### src/rtl/urna_pkg.sv
// Shared definitions for the election tally controller: vote codes, phase encoding
// and the saturating counter increment used by every tally.
package urna_pkg;

    localparam logic [1:0] VOTE_NULL = 2'b00;
    localparam logic [1:0] VOTE_C1   = 2'b01;
    localparam logic [1:0] VOTE_C2   = 2'b10;

    typedef enum logic [1:0] {
        ST_IDLE   = 2'b00,
        ST_OPEN   = 2'b01,
        ST_DRAIN  = 2'b10,
        ST_CLOSED = 2'b11
    } urna_state_t;

    // Increment that sticks at 2^width-1 instead of wrapping.
    function automatic logic [31:0] sat_inc(input logic [31:0] val, input int unsigned width);
        logic [31:0] max_val;
        max_val = (width >= 32) ? '1 : ((32'd1 << width) - 32'd1);
        return (val >= max_val) ? max_val : val + 32'd1;
    endfunction

endpackage

### src/rtl/urna_arbiter_if.sv
// Booth-side vote handshake bundle: per-booth request, 2-bit code and registered ack.
// Booths drive through master, the tally controller receives through slave.
interface urna_arbiter_if #(
    parameter int N_BOOTHS = 4
);
    logic [N_BOOTHS-1:0]   vote_req;
    logic [2*N_BOOTHS-1:0] vote_code;
    logic [N_BOOTHS-1:0]   vote_ack;

    modport master (output vote_req, output vote_code, input vote_ack);
    modport slave  (input vote_req, input vote_code, output vote_ack);
endinterface

### src/rtl/urna_rr_arbiter.sv
// Round-robin picker: grants the first eligible booth at or after the pointer, wrapping.
// Combinational grant, pointer advances past the winner on the following edge.
module urna_rr_arbiter #(
    parameter int N = 4
) (
    input  logic         clk,
    input  logic         rst_n,
    input  logic [N-1:0] eligible,
    output logic [N-1:0] grant
);
    localparam int PTR_W = (N > 1) ? $clog2(N) : 1;

    logic [PTR_W-1:0] ptr;
    logic [PTR_W-1:0] next_ptr;
    logic [PTR_W-1:0] idx;
    logic             found;

    always_comb begin
        grant    = '0;
        next_ptr = ptr;
        found    = 1'b0;
        idx      = '0;
        for (int k = 0; k < N; k++) begin
            idx = PTR_W'((int'(ptr) + k) % N);
            if (!found && eligible[idx]) begin
                grant[idx] = 1'b1;
                next_ptr   = PTR_W'((int'(idx) + 1) % N);
                found      = 1'b1;
            end
        end
    end

    always_ff @(posedge clk or negedge rst_n) begin
        if (!rst_n) begin
            ptr <= '0;
        end else begin
            ptr <= next_ptr;
        end
    end

endmodule

### src/rtl/urna_arbiter.sv
// Election tally controller: round-robin vote intake, one tally update per cycle, IDLE/OPEN/DRAIN/CLOSED.
// Optional URNA_SWAP_EN adds a swap input that exchanges the C1/C2 codes before tallying.
module urna_arbiter
    import urna_pkg::*;
#(
    parameter int N_BOOTHS = 4,
    parameter int CNT_W    = 8
) (
    input  logic             clk,
    input  logic             rst_n,
    input  logic             open,
    input  logic             finish,
`ifdef URNA_SWAP_EN
    input  logic             swap,
`endif
    urna_arbiter_if.slave    booth,
    output logic [1:0]       state,
    output logic [CNT_W-1:0] total_c1,
    output logic [CNT_W-1:0] total_c2,
    output logic [CNT_W-1:0] total_null,
    output logic             results_valid,
    output logic             overflow
);
    urna_state_t         st_q, st_d;
    logic [N_BOOTHS-1:0] ack_q, drain_q, drain_d, eligible, grant;
    logic [1:0]          sel_code;
    logic                raw_c1, raw_c2, to_c1, to_c2, clear;

    urna_rr_arbiter #(.N(N_BOOTHS)) u_rr (
        .clk      (clk),
        .rst_n    (rst_n),
        .eligible (eligible),
        .grant    (grant)
    );

    // A booth whose ack is high this cycle is still holding req; masking it avoids a double count.
    always_comb begin
        eligible = '0;
        case (st_q)
            ST_OPEN:  eligible = booth.vote_req & ~ack_q;
            ST_DRAIN: eligible = booth.vote_req & drain_q & ~ack_q;
            default:  eligible = '0;
        endcase
    end

    always_comb begin
        st_d    = st_q;
        drain_d = drain_q;
        case (st_q)
            ST_IDLE:   if (open) st_d = ST_OPEN;
            ST_OPEN: begin
                if (finish) begin
                    st_d    = ST_DRAIN;
                    drain_d = booth.vote_req & ~ack_q & ~grant;
                end
            end
            ST_DRAIN: begin
                drain_d = drain_q & ~grant;
                if (drain_q == '0) st_d = ST_CLOSED;
            end
            ST_CLOSED: if (open) st_d = ST_OPEN;
            default:   st_d = ST_IDLE;
        endcase
    end

    always_comb begin
        sel_code = VOTE_NULL;
        for (int i = 0; i < N_BOOTHS; i++) begin
            if (grant[i]) sel_code = booth.vote_code[2*i +: 2];
        end
    end

    assign raw_c1 = (sel_code == VOTE_C1);
    assign raw_c2 = (sel_code == VOTE_C2);
`ifdef URNA_SWAP_EN
    assign to_c1 = swap ? raw_c2 : raw_c1;
    assign to_c2 = swap ? raw_c1 : raw_c2;
`else
    assign to_c1 = raw_c1;
    assign to_c2 = raw_c2;
`endif

    assign clear = open && ((st_q == ST_IDLE) || (st_q == ST_CLOSED));

    always_ff @(posedge clk or negedge rst_n) begin
        if (!rst_n) begin
            st_q <= ST_IDLE;
        end else begin
            st_q <= st_d;
        end
    end

    always_ff @(posedge clk or negedge rst_n) begin
        if (!rst_n) begin
            ack_q      <= '0;
            drain_q    <= '0;
            total_c1   <= '0;
            total_c2   <= '0;
            total_null <= '0;
            overflow   <= 1'b0;
        end else begin
            ack_q   <= grant;
            drain_q <= drain_d;
            if (clear) begin
                total_c1   <= '0;
                total_c2   <= '0;
                total_null <= '0;
                overflow   <= 1'b0;
            end else if (|grant) begin
                if (to_c1) begin
                    if (&total_c1) overflow <= 1'b1;
                    total_c1 <= CNT_W'(sat_inc(32'(total_c1), CNT_W));
                end else if (to_c2) begin
                    if (&total_c2) overflow <= 1'b1;
                    total_c2 <= CNT_W'(sat_inc(32'(total_c2), CNT_W));
                end else begin
                    if (&total_null) overflow <= 1'b1;
                    total_null <= CNT_W'(sat_inc(32'(total_null), CNT_W));
                end
            end
        end
    end

    assign booth.vote_ack = ack_q;
    assign state          = st_q;
    assign results_valid  = (st_q == ST_CLOSED);

endmodule

### src/flat_wrapper.sv
// flat-port wrapper written by rule: the top's interface ports become plain ports
module urna_arbiter_flat import urna_pkg::*;
#(
    parameter int N_BOOTHS = 4,
    parameter int CNT_W    = 8
)
  (clk, rst_n, open, finish, state, total_c1, total_c2, total_null, results_valid, overflow, booth_vote_req, booth_vote_code, booth_vote_ack);
  urna_arbiter_if #(.N_BOOTHS(N_BOOTHS)) booth_i ();
  input  logic clk;
  input  logic rst_n;
  input  logic open;
  input  logic finish;
  output logic [1:0] state;
  output logic [CNT_W-1:0] total_c1;
  output logic [CNT_W-1:0] total_c2;
  output logic [CNT_W-1:0] total_null;
  output logic results_valid;
  output logic overflow;
  input wire logic [$bits(booth_i.vote_req)-1:0] booth_vote_req;
  input wire logic [$bits(booth_i.vote_code)-1:0] booth_vote_code;
  output wire logic [$bits(booth_i.vote_ack)-1:0] booth_vote_ack;
  assign booth_i.vote_req = booth_vote_req;
  assign booth_i.vote_code = booth_vote_code;
  assign booth_vote_ack = booth_i.vote_ack;
  urna_arbiter #(.N_BOOTHS(N_BOOTHS), .CNT_W(CNT_W)) u_core (.clk(clk), .rst_n(rst_n), .open(open), .finish(finish), .booth(booth_i), .state(state), .total_c1(total_c1), .total_c2(total_c2), .total_null(total_null), .results_valid(results_valid), .overflow(overflow));
endmodule
### config.mk
export PLATFORM = sky130hd
export DESIGN_NAME = urna_arbiter_flat
export DESIGN_NICKNAME = d
export VERILOG_FILES = /design/src/rtl/urna_pkg.sv /design/src/rtl/urna_arbiter_if.sv /design/src/rtl/urna_rr_arbiter.sv /design/src/rtl/urna_arbiter.sv /design/src/flat_wrapper.sv
export SDC_FILE = /design/constraint.sdc
export NUM_CORES = 1
export LEC_CHECK = 0
export BUFFER_PORTS_ARGS = -buffer_cell sky130_fd_sc_hd__buf_4
export CAP_MARGIN = 20
export CELL_PAD_IN_SITES_DETAIL_PLACEMENT = 2
export CELL_PAD_IN_SITES_GLOBAL_PLACEMENT = 2
export CORE_MARGIN = 8
export CORE_UTILIZATION = 35
export CTS_CLUSTER_DIAMETER = 60
export DETAILED_ROUTE_END_ITERATION = 8
export GPL_TIMING_DRIVEN = 0
export HOLD_SLACK_MARGIN = 0.08
export PLACE_DENSITY_LB_ADDON = 0.1
export SYNTH_ARGS = -nofsm -noshare
export SYNTH_HDL_FRONTEND = slang
export SYNTH_SLANG_ARGS = --single-unit
### constraint.sdc
create_clock -name clk -period 5.9 [get_ports clk]
set_input_delay 0.885 -clock clk [delete_from_list [all_inputs] [get_ports clk]]
set_output_delay 0.885 -clock clk [all_outputs]
set_load 0.01 [all_outputs]
# After elaboration in Yosys (flattened, before gate mapping)
# Cells that the tools add are included.
[totals] regBits=37
[op_classes] muxes=59 add_sub_neg=9 bitwise=10 reduce_logical=31 n_lt_le_gt_ge=11 n_eq_ne=12
[op_table] cell="$mux W8" count=14
[op_table] cell="$add A8 B1 Y8 const B" count=3
[op_table] cell="$ge A8 B8 Y1 const B" count=3
[op_table] cell="$reduce_and A8 Y1" count=3
[op_table] cell="$mux W2" count=11
[op_table] cell="$and A4 B4 Y4" count=5
[op_table] cell="$mux W4" count=5
[op_table] cell="$mux W1" count=18
[op_table] cell="$pmux W4 S2" count=2
[op_table] cell="$lt A2 B3 Y1 const B" count=4
[op_table] cell="$or A4 B4 Y4" count=3
[op_table] cell="$reduce_and A3 Y1" count=3
[op_table] cell="$add A2 B1 Y2 const B" count=4
[op_table] cell="$bmux W1 S2" count=4
[op_table] cell="$demux W1 S2" count=4
[op_table] cell="$ge A2 B1 Y1 const B" count=4
[op_table] cell="$logic_and A1 B1 Y1" count=8
[op_table] cell="$not A4 Y4" count=2
[op_table] cell="$reduce_bool A2 Y1" count=4
[op_table] cell="$reduce_bool A4 Y1" count=2
[op_table] cell="$eq A2 B2 Y1 const B" count=3
[op_table] cell="$ne A2 B2 Y1 const B" count=3
[op_table] cell="$pmux W2 S3" count=1
[op_table] cell="$add A2 B2 Y2 const B" count=2
[op_table] cell="12 further kinds" count=17

# Depth between registers and ports, before layout
# Gate-level depths: netlist of run 1.
[logic_depth] word_depth=24 depth_mapped=18 depth_no_buf=15

# Cells and area by module
# A second synthesis of run 1 with hierarchy kept.
[hier_totals] cells_unflattened=250 area_unflattened_um2=2442.3
[modules_own_cells] module="urna_arbiter" seq_area_each_um2=875.8 area_per_inst_um2=1970.6 cells_each=204 instances=1
[modules_own_cells] module="urna_rr_arbiter" seq_area_each_um2=50.0 area_per_inst_um2=471.7 cells_each=46 instances=1

# Worst setup path before layout of run 1
# Ideal clock, no wire load.
[synth_path] path_type="flip-flop to flip-flop" start="register u_core.u_rr.ptr[1]" end="register u_core.total_c2[6]" arrival_time_ps=4240 slack_ps=1594 synth_period_minus_slack_ps=4306 n_path_buf=3 path_stages_with_launch=18 setup_time_ps=65 cell_sequence="dfrtp_1 > clkbuf_1 > inv_1 > ha_1 > or2_2 > o31a_1 > a211oi_1 > a221o_1 > buf_2 > a311oi_1 > a211o_1 > inv_1 > ha_1 > clkbuf_1 > nor2_1 > or4b_2 > a21oi_1 > o22a_1"
[synth_rtl] element="start, declared" line="urna_rr_arbiter.sv:13" text="logic [PTR_W-1:0] ptr;"
[synth_rtl] element="start signal, assigned" line="urna_rr_arbiter.sv:37" text="ptr <= next_ptr;"
[synth_rtl] element="branches (longest 11 deep; another with $lt A2 B3 Y1)"
[synth_rtl] element="$mux W4 *" line="urna_rr_arbiter.sv:25" text="if (!found && eligible[idx]) begin"
[synth_rtl] element="net u_core.grant[2]" line="urna_arbiter.sv:25" text="logic [N_BOOTHS-1:0] ack_q, drain_q, drain_d, eligible, grant;"
[synth_rtl] element="$mux W2 (2 in series)" line="urna_arbiter.sv:69" text="if (grant[i]) sel_code = booth.vote_code[2*i +: 2];"
[synth_rtl] element="$eq A2 B1 Y1 / $eq A2 B2 Y1 (equally long branches)" line="urna_arbiter.sv:73, urna_arbiter.sv:74"
[synth_rtl] element="$ne A2 B2 Y1 (no source line) / $reduce_bool A2 Y1 (equally long branches)"
[synth_rtl] element="$reduce_and A3 Y1 (no source line) *"
[synth_rtl] element="end signal, assigned" line="urna_arbiter.sv:115" text="total_c2 <= CNT_W'(sat_inc(32'(total_c2), CNT_W));"
[synth_rtl] element="end, declared" line="urna_arbiter.sv:19" text="output logic [CNT_W-1:0] total_c2,"
# Mark *: on every way through the listed nets, which the timed path passes. The select of a mux whose other input is x is not followed.
# A chain may end at the register's enable or synchronous reset.

# Final worst setup path of run 1
[layout_path] start="register u_core.u_rr.ptr[1]" end="register u_core.total_c2[7]"
# Same word-level chain as after synthesis.

==> results of run 1 <==
-- critical path: stages, from the launching register on --
cell	delay, ns
dfrtp_1	0.45
clkbuf_1	0.44
inv_1	0.19
ha_1	0.39
or2_2	0.37
o31a_1	0.33
a211oi_1	0.35
a221o_1	0.20
buf_2	0.20
a311oi_1	0.07
a211o_1	0.35
inv_1	0.13
ha_1	0.16
clkbuf_1	0.35
nor2_1	0.16
or4b_2	0.68
a21oi_1	0.17
o22a_1	0.15
-- per-stage QoR --
| step | setup slack [ns] | cells | cell area [sq um] |
|---|---|---|---|
| 2_1_floorplan | 1.59 | 326 | 2920 |
| 3_3_place_gp | 0.852 | 478 | 3400 |
| 3_5_place_dp | 0.710 | 478 | 3400 |
| 4_1_cts | 0.681 | 485 | 3490 |
| 5_1_grt | 0.332 | 485 | 3490 |
| 6_report | 0.711 | 485 | 3490 |
-- registers in the layout, summed over array words and instances, names as in the netlist --
register,count
u_core.total_c1,8
u_core.total_c2,8
u_core.total_null,8
u_core.booth.vote_ack,4
u_core.drain_q,4
u_core.state,2
u_core.u_rr.ptr,2
u_core.overflow,1
-- final cells by class --
class	instances	area (sq um)	area share [%]
Tap cell	105	131	3.77
Multi-Input combinational cell	248	1800	51.6
Inverter	21	78.8	2.26
Timing Repair Buffer	47	353	10.1
Buffer	20	111	3.19
Clock buffer	7	86.3	2.48
Sequential cell	37	926	26.6
-- placed cells by master, fill, tap and decap left out, types with 4 or more instances in the layout --
master | netlist | final
a211oi_1 | 14 | 14
a2111oi_0 | 5 | 5
nand2_1 | 20 | 20
a21oi_1 | 10 | 10
a22o_1 | 4 | 4
buf_2 | 8 | 8
o21ai_0 | 12 | 12
and3_1 | 13 | 13
buf_4 | 1 | 48
nand3b_1 | 6 | 6
a2111o_1 | 4 | 4
nor4_1 | 4 | 4
o22a_1 | 12 | 12
a21oi_2 | 4 | 4
nand2b_1 | 10 | 10
nand3_1 | 9 | 9
a31oi_1 | 12 | 12
inv_1 | 21 | 21
o31ai_1 | 4 | 4
o32ai_1 | 7 | 7
nor2_1 | 18 | 18
dfrtp_1 | 37 | 37
clkbuf_1 | 8 | 9
ha_1 | 15 | 15
clkbuf_8 | 0 | 6
nor3_1 | 6 | 6
nor2b_1 | 8 | 8
-- where the power goes --
| part | internal, mW | switching, mW |
|---|---|---|
| Clock | 0.0929 | 0.0923 |
| Sequential | 0.330 | 0.0935 |
| Combinational | 0.616 | 1.11 |
-- worst paths after layout --
path	start	to	cells after the start
worst max-delay path	u_core.u_rr.ptr[1]	u_core.total_c2[7]	17
worst min-delay path	u_core.drain_q[1]	u_core.drain_q[1]	2
worst max register to register	u_core.u_rr.ptr[1]	u_core.total_c2[7]	17
worst min register to register	u_core.drain_q[1]	u_core.drain_q[1]	2
max in group asynchronous	rst_n	u_core.total_c1[6]	1
min in group asynchronous	rst_n	u_core.total_c1[3]	1
-- logic make-up after synthesis --
group | count (synthesis) | synth area share [%]
compound gates | 122 | 34.1
simple gates | 108 | 20.2
buf+inv | 41 | 6.52
flops | 37 | 31.7
fa+ha+maj | 15 | 6.44
mux | 2 | 0.772
xor+xnor | 1 | 0.300
-- Yosys cell counts (all sizes together), types with 2 or more instances --
library cell and number:
ha 15, clkbuf 8, inv 21, a22oi 3, a2111o 4, a22o 4
a211oi 17, a21oi 14, o32ai 9, dfrtp 37, nand2b 10, nand3 9
a311oi 4, or4b 2, nand4 2, a31oi 12, nor2 18, o41ai 2
nor3b 2, o21ai 13, o22a 12, nor4 4, nor3 6, o211ai 2
nand3b 6, and3 14, buf 12, and2 3, a21o 3, a2111oi 6
mux2 2, nand2 20, nor2b 8, o31ai 4, a41oi 3, o32a 3
-- layer usage --
layer | routed length, um | part of all wire, %
met3 | 260 | 2.6
met5 | 0 | 0
met1 | 4410 | 44
met2 | 5400 | 53
met4 | 36 | 0.36
==> metrics.txt, run 1 <==
count of state elements after synthesis 37; Final setup viols 0; Crit path required time between 6 and 7 ns; routability cong. ~0.83; vias in the first global route 3,238; P_leak roughly 1.5 nW; clock sink count 37; final hold violations 0; Routed WL per cell between 20 and 25 um; Setup crit end kind flop; area grow syn2layout 19.6%; Hold WS 0.537 ns; Routed Antenna Nets 0; Clock H-tree levels 2; drt pass-1 iters 4; Worst setup SP type flop; post-synth top area share roughly a third; GRT Overall Usage a little under a fifth; kind of critical path flop to flop; Clk Latency, worst-skew pair approximately 0.28 ns; Final nets around 400; Worst EP arrival around 5.4 ns; Most used DFF post-synth dfrtp_1; VDD IR max between 300 and 400 uV; RSZ-0062 raised after global routing false; hold buffers post-CTS 0; first-pass GRT wire length about 17 mm; cell taking the most area after synthesis dfrtp_1; layout cells sized above 1 21.8%; Overall Power around 2.3 mW; R2R setup slack ~0.71 ns; clk root buf clkbuf_8; Finished Core Util a little over two fifths; Fill cells 907; post-cts sizing count 0; met2 Usage GRT approximately a third; Final Cycle Share between 80 and 90%; Synth Cell Area 2920 sq um; Worst Skew 0.00816 ns; setup_tns 0 ns; chip height 107 um; Buffers on Ports 47; global route hottest layer met2; Max FO, Critical Path 10; Post-synth EDFFs 0; Synth Area per Inst between 8 and 9 sq um; Slew headroom between 40% and 50%; status finished, final reports clean; met1 Usage GRT a little under a quarter; routed vias 2,866; Hold Crit Class flop to flop; pwr dens ~670 nW/um^2; drt total wl roughly 10 mm; clock-pin slew on the worst setup and hold paths 0.07 ns; deepest clock path buffer count 2; total CTS buffers 5; top post-synthesis cells by area dfrtp_1, ha_1, a211oi_1; num rows 33; Std-Cell Core Area slightly above 8000 sq um; num ports between 40 and 50; Mapped Nets approximately 360; Via density 5.91; grt ovf 0; antenna violations before repair 0; Yosys warning count 0; DP HPWL 7.73 mm; Synth Instances 326; Die Width approximately 110 um; pin count of the biggest net entering global routing 38; TritonCTS clock tree yes; drt drc 0; diode count 0; FMAX roughly 190 MHz; Starting Density a little over a third; Seq/Total Area, Yosys about a third; synth unique cells 59; Worst Max-Slew Pin Slew approximately 0.76 ns; number of DRC markers in iteration 0 47; Async S/R FF share, synth between 90% and 100%; GRT met3 Usage under 10%; Final min period a little over 5 ns; fin. max-slew vios 0; Post-CTS Setup Repair Bufs 0; Max Cap Violations 0; die area 11,500 sq um
No activity file was read; power rests on OpenSTA's default activity.
==> inputs of run 2 (changes only) <==
REMOVE_ABC_BUFFERS = 1   (was default)
==> metrics.txt, run 2 (synthesis results as in run 1) <==
area grow syn2layout 17.9%; most common cell after layout, fill and taps aside buf_4; R2R setup slack 0.49 ns (-0.22 ns); Top Registers u_core.total_c1 x8, u_core.total_c2 x8, u_core.total_null x8; P_leak 1.45 nW (-2.8%); RSZ-0062 raised after global routing false; antenna violations before repair 0 (unchanged); FF-to-FF path depth 14 (-3); Setup crit end kind flop; Overall Power 2.34 mW (about the same); pwr dens 680 nW/um^2 (+1.4%); Routed WL per cell 21.1 um (+1.2%); fin. max-slew vios 0 (unchanged); Slew headroom 37.1% (-12 points); hold buffers post-CTS 0 (unchanged); setup_tns 0 ns (unchanged); Clk Latency, worst-skew pair 0.29 ns (about the same); most frequent cells in the layout buf_4, dfrtp_1, inv_1, nand2_1, nor2_1; TritonCTS clock tree yes; kind of critical path flop to flop; clock sink count 37 (unchanged); pin count of the biggest net entering global routing 38 (unchanged); Worst Skew 0.00483 ns (-0.00333 ns); Finished Core Util 42.3% (-0.58 points); Max FO, Critical Path 30 (+20); Hold WS 0.531 ns (-0.00595 ns); Final setup viols 0 (unchanged); Clock H-tree levels 2 (unchanged); Worst Max-Slew Pin Slew 0.943 ns (+0.181 ns); num ports 48 (unchanged); clock-pin slew on the worst setup and hold paths 0.08 ns (about the same); drt total wl 9.88 mm (-2.3%); status finished, final reports clean; hold path cells 2 (unchanged); number of DRC markers in iteration 0 64 (+36%); Placed Cells incl. Taps 461 (-3.6%); Die Width 107 um (unchanged); deepest clock path buffer count 2 (unchanged); FF-to-FF Start u_core.u_rr.ptr[0]; final hold violations 0 (unchanged); VDD IR max 293 uV (-7.0%); GRT Overall Usage 17.6% (-1.0 points); Std-Cell Core Area 8130 sq um (unchanged); Final Worst Setup Slack 0.488 ns (-0.222 ns); chip height 107 um (unchanged); Via density 6.08 (+2.9%); Routed Antenna Nets 0 (unchanged); placed cell areas 3350 sq um (-1.5%); routed vias 2,847 (-0.66%); CP peak stage delay 0.71 ns (+0.03 ns); pre-CTS setup slack 0.0774 ns (-0.633 ns); Worst Hold Launch u_core.drain_q[1]; routability cong. 0.765 (-8.0%); Hold Crit Class flop to flop; FMAX 185 MHz (-4.1%); Final Cycle Share 91.7% (+3.8 points); num rows 33 (unchanged); post-route insts no fill 468 (-3.5%); CP max stage cell dfrtp_1; most used cell along the critical path inv_1; layout cells sized above 1 21.2% (-0.63 points); Buffers on Ports 47 (unchanged); R2R Path End u_core.total_c2[7]; first-pass GRT wire length 16.5 mm (-4.9%); Max Cap Violations 0 (unchanged); DP HPWL 7.15 mm (-7.4%); Worst EP arrival 5.64 ns (+0.23 ns); diode count 0 (unchanged); drt pass-1 iters 4 (unchanged); Critical Path End u_core.total_c2[7]; clk root buf clkbuf_8; grt ovf 0 (unchanged); vias in the first global route 3,101 (-4.2%); Starting Density 35.9% (unchanged); Design Area, Final 3440 sq um (-1.4%); Final nets 394 (-4.1%); cell-by-cell trace of the critical path inv_1 -> ha_1 -> or2_2 -> o31a_1 -> a211oi_1 -> a2111o_1 -> a311oi_1 -> a211o_2 -> inv_1 -> ha_2 -> nor2_1 -> or4b_2 -> a21oi_1 -> o22a_1; Final min period 5.41 ns (+0.222 ns); Worst setup SP type flop; die area 11,500 sq um (unchanged); Crit path required time 6.13 ns (about the same); crit path from u_core.u_rr.ptr[0]; total CTS buffers 5 (unchanged); drt drc 0 (unchanged)
[run 2: report_power, final]
| group | total, mW | switching, mW | internal, mW |
|---|---|---|---|
| Combinational | 1.70 | 1.08 | 0.628 |
| Sequential | 0.446 | 0.116 | 0.330 |
| Clock | 0.188 | 0.0947 | 0.0929 |
| Total | 2.34 | 1.29 | 1.05 |
[run 2: final cells by class]
| type | count | area [sq um] |
|---|---|---|
| Fill cell | 920 | 4690 |
| Multi-Input combinational cell | 248 | 1820 |
| Sequential cell | 37 | 926 |
| Timing Repair Buffer | 50 | 399 |
| Tap cell | 105 | 131 |
| Clock buffer | 7 | 86.3 |
| Inverter | 21 | 78.8 |
[run 2: how the worst min path moves through the flow]
stage | slack (ns) | to
final | 0.53 | u_core.drain_q[1]
after global routing | 0.58 | u_core.drain_q[0]
after CTS | 0.54 | u_core.drain_q[1]
after detailed placement | 0.53 | u_core.drain_q[1]
after global placement | 0.52 | u_core.drain_q[1]
after floorplan | 0.49 | u_core.drain_q[1]
[run 2: worst max-delay path, delay by kind of cell (launching register included)]
family          cells  cell delay (ns)
flops               1             0.71
compound gates      7             2.07
simple gates        3             1.20
fa+ha+maj           2             0.87
buf+inv             2             0.48
[run 2: repair_timing]
item                                    CTS  global route
setup buffers                             0             0
gates resized for setup                   0             2
endpoints found under the setup margin    0            14
[run 2: layer usage]
layer	vias to the layer above	wire, um	share of wire, %	global-route usage (%)
met2	35	4980	50	30.5
met3	9	199	2.0	2.34
met5	-	0	0	0
met4	0	114	1.2	4.52
li1	1331	-	-	-
met1	1472	4580	46	22.2
==> inputs of run 3 (changes only) <==
CORE_UTILIZATION = 37   (was 35)
SLEW_MARGIN = 10   (was default)
clock period = 6.8 ns   (was 5.9 ns; I/O delays follow)
==> metrics.txt, run 3 (synthesis results as in run 1) <==
pre-CTS setup slack 1.01 ns (+0.928 ns); Buffers on Ports 47 (unchanged); Via density 6.03 (-0.91%); FF-to-FF Start u_core.u_rr.ptr[0]; WP buf/inv 2 (unchanged); die area 11,000 sq um (-4.6%); Slew headroom 32.9% (-4.2 points); hold buffers post-CTS 0 (unchanged); DP HPWL 7.15 mm (about the same); Starting Density 37.9% (+2.1 points); final hold violations 0 (unchanged); clock sink count 37 (unchanged); crit path from u_core.u_rr.ptr[0]; FF-to-FF path depth 14 (unchanged); drt total wl 9.63 mm (-2.5%); Seq pwr share 19.3% (+0.2 points); cell-by-cell trace of the critical path inv_1 -> ha_1 -> or2_2 -> o31a_1 -> a211oi_1 -> a221o_1 -> a311oi_1 -> a211o_1 -> inv_1 -> ha_1 -> nor2_1 -> or4b_2 -> a21oi_1 -> o22a_1; kind of critical path flop to flop; Std-Cell Core Area 7690 sq um (-5.5%); routability cong. 0.793 (+3.6%); diode count 0 (unchanged); Max Cap Violations 0 (unchanged); Hold EP u_core.overflow; R2R Path End u_core.total_c2[7]; pin count of the biggest net entering global routing 38 (unchanged); area grow syn2layout 17.1%; CP peak stage delay 0.70 ns (about the same); Clock power frac 8.1% (about the same); num ports 48 (unchanged); Die Width 105 um (-2.3%); Overall Power 1.98 mW (-15%); RSZ-0062 raised after global routing false; antenna violations before repair 0 (unchanged); VDD IR max 314 uV (+7.2%); Setup crit end kind flop; P_leak 1.44 nW (-0.34%); Max FO, Critical Path 30 (unchanged); Routed Antenna Nets 0 (unchanged); post-route insts no fill 466 (-0.43%); routed vias 2,809 (-1.3%); drt drc 0 (unchanged); TritonCTS clock tree yes; setup_tns 0 ns (unchanged); vias in the first global route 3,114 (+0.42%); Pint 864 uW (-18%); Final setup viols 0 (unchanged); most common cell after layout, fill and taps aside buf_4; fin. max-slew vios 0 (unchanged); clk root buf clkbuf_8; GRT Overall Usage 17.9% (+0.32 points); Final Cycle Share 85.2% (-6.5 points); Final min period 5.79 ns (+0.382 ns); Comb pwr share 72.6% (-0.3 points); Top Registers u_core.total_c1 x8, u_core.total_c2 x8, u_core.total_null x8; Crit path required time 7.04 ns (+0.91 ns); drt pass-1 iters 4 (unchanged); Worst Max-Slew Pin Slew 1.01 ns (+0.0636 ns); Clk Latency, worst-skew pair 0.30 ns (about the same); grt ovf 0 (unchanged); FMAX 173 MHz (-6.6%); Clock H-tree levels 2 (unchanged); chip height 105 um (-2.3%); Final nets 394 (unchanged); clock-pin slew on the worst setup and hold paths 0.08 ns (about the same); Post-CTS Setup Repair Bufs 0 (unchanged); layout cells sized above 1 21.2% (-0.058 points); placed cell areas 3330 sq um (-0.60%); status finished, final reports clean; Top delay family on crit path compound AO/OA/AOI/OAI gates; Routed WL per cell 20.7 um (-2.0%); pwr dens 579 nW/um^2 (-15%); Worst Hold Launch u_core.overflow; deepest clock path buffer count 2 (unchanged); total CTS buffers 5 (unchanged); Worst EP arrival 6.03 ns (+0.39 ns); most frequent cells in the layout buf_4, dfrtp_1, inv_1, nand2_1, nor2_1; Placed Cells incl. Taps 458 (-0.65%); Worst Skew 0.00489 ns (+0.0000535 ns); Net Switching 1.11 mW (-14%); Worst setup SP type flop; num rows 32 (-3.0%); R2R setup slack 1.01 ns (+0.52 ns); post-cts sizing count 0 (unchanged); Design Area, Final 3420 sq um (-0.69%); first-pass GRT wire length 16.4 mm (-0.76%); number of DRC markers in iteration 0 90 (+41%); hold path cells 2 (unchanged); Sw Share 56.3% (+1.3 points); CP max stage cell a211o_1; Final Worst Setup Slack 1.01 ns (+0.518 ns); Hold Crit Class flop to flop
## run 3: routing by layer
metal,GRT usage [%],vias to the layer above,part of all wire [%]
met2,31.9,40,50
met1,21.8,1423,46
li1,-,1340,-
met4,4.49,0,0.93
met5,0,-,0
met3,2.76,6,2.7
## run 3: cell type report
cell class                      count  area, sq um
Fill cell                         890         4270
Clock buffer                        5         68.8
Timing Repair Buffer               50          383
Sequential cell                    37          926
Inverter                           21         78.8
Multi-Input combinational cell    248         1810
Clock inverter                      3         17.5
Tap cell                          102          128
## run 3: worst min-delay path, stage by stage (launching register included)
cell	delay (ns)
dfrtp_1	0.40
inv_1	0.06
a21oi_1	0.05
## run 3: metrics by stage
| stage | util, % | hold slack, ns |
|---|---|---|
| final | 44.4 | 0.544 |
| after floorplan | - | 0.487 |
| after detailed placement | 43.3 | 0.537 |
| after global placement | 42.7 | 0.517 |
| after CTS | 44.4 | 0.549 |
| after global routing | 44.4 | 0.565 |
## run 3: how the worst max path moves through the flow
stage	end	slack (ns)	cells past startpoint
after global routing	u_core.total_c2[7]	0.56	14
after global placement	u_core.total_c2[7]	0.41	14
after CTS	u_core.total_c2[7]	1.00	14
after detailed placement	u_core.total_c2[7]	1.01	14
after floorplan	u_core.total_null[7]	1.98	13
final	u_core.total_c2[7]	1.01	14
## run 3: power by group through the flow
stage / combinational [mW] / clock (mW) / sequential (mW)
floorplan: 0.918 / 0 / 0.380
global placement: 1.32 / 0 / 0.385
detailed placement: 1.44 / 0 / 0.388
CTS: 1.44 / 0.167 / 0.384
global route: 1.59 / 0.174 / 0.397
finish: 1.44 / 0.160 / 0.382
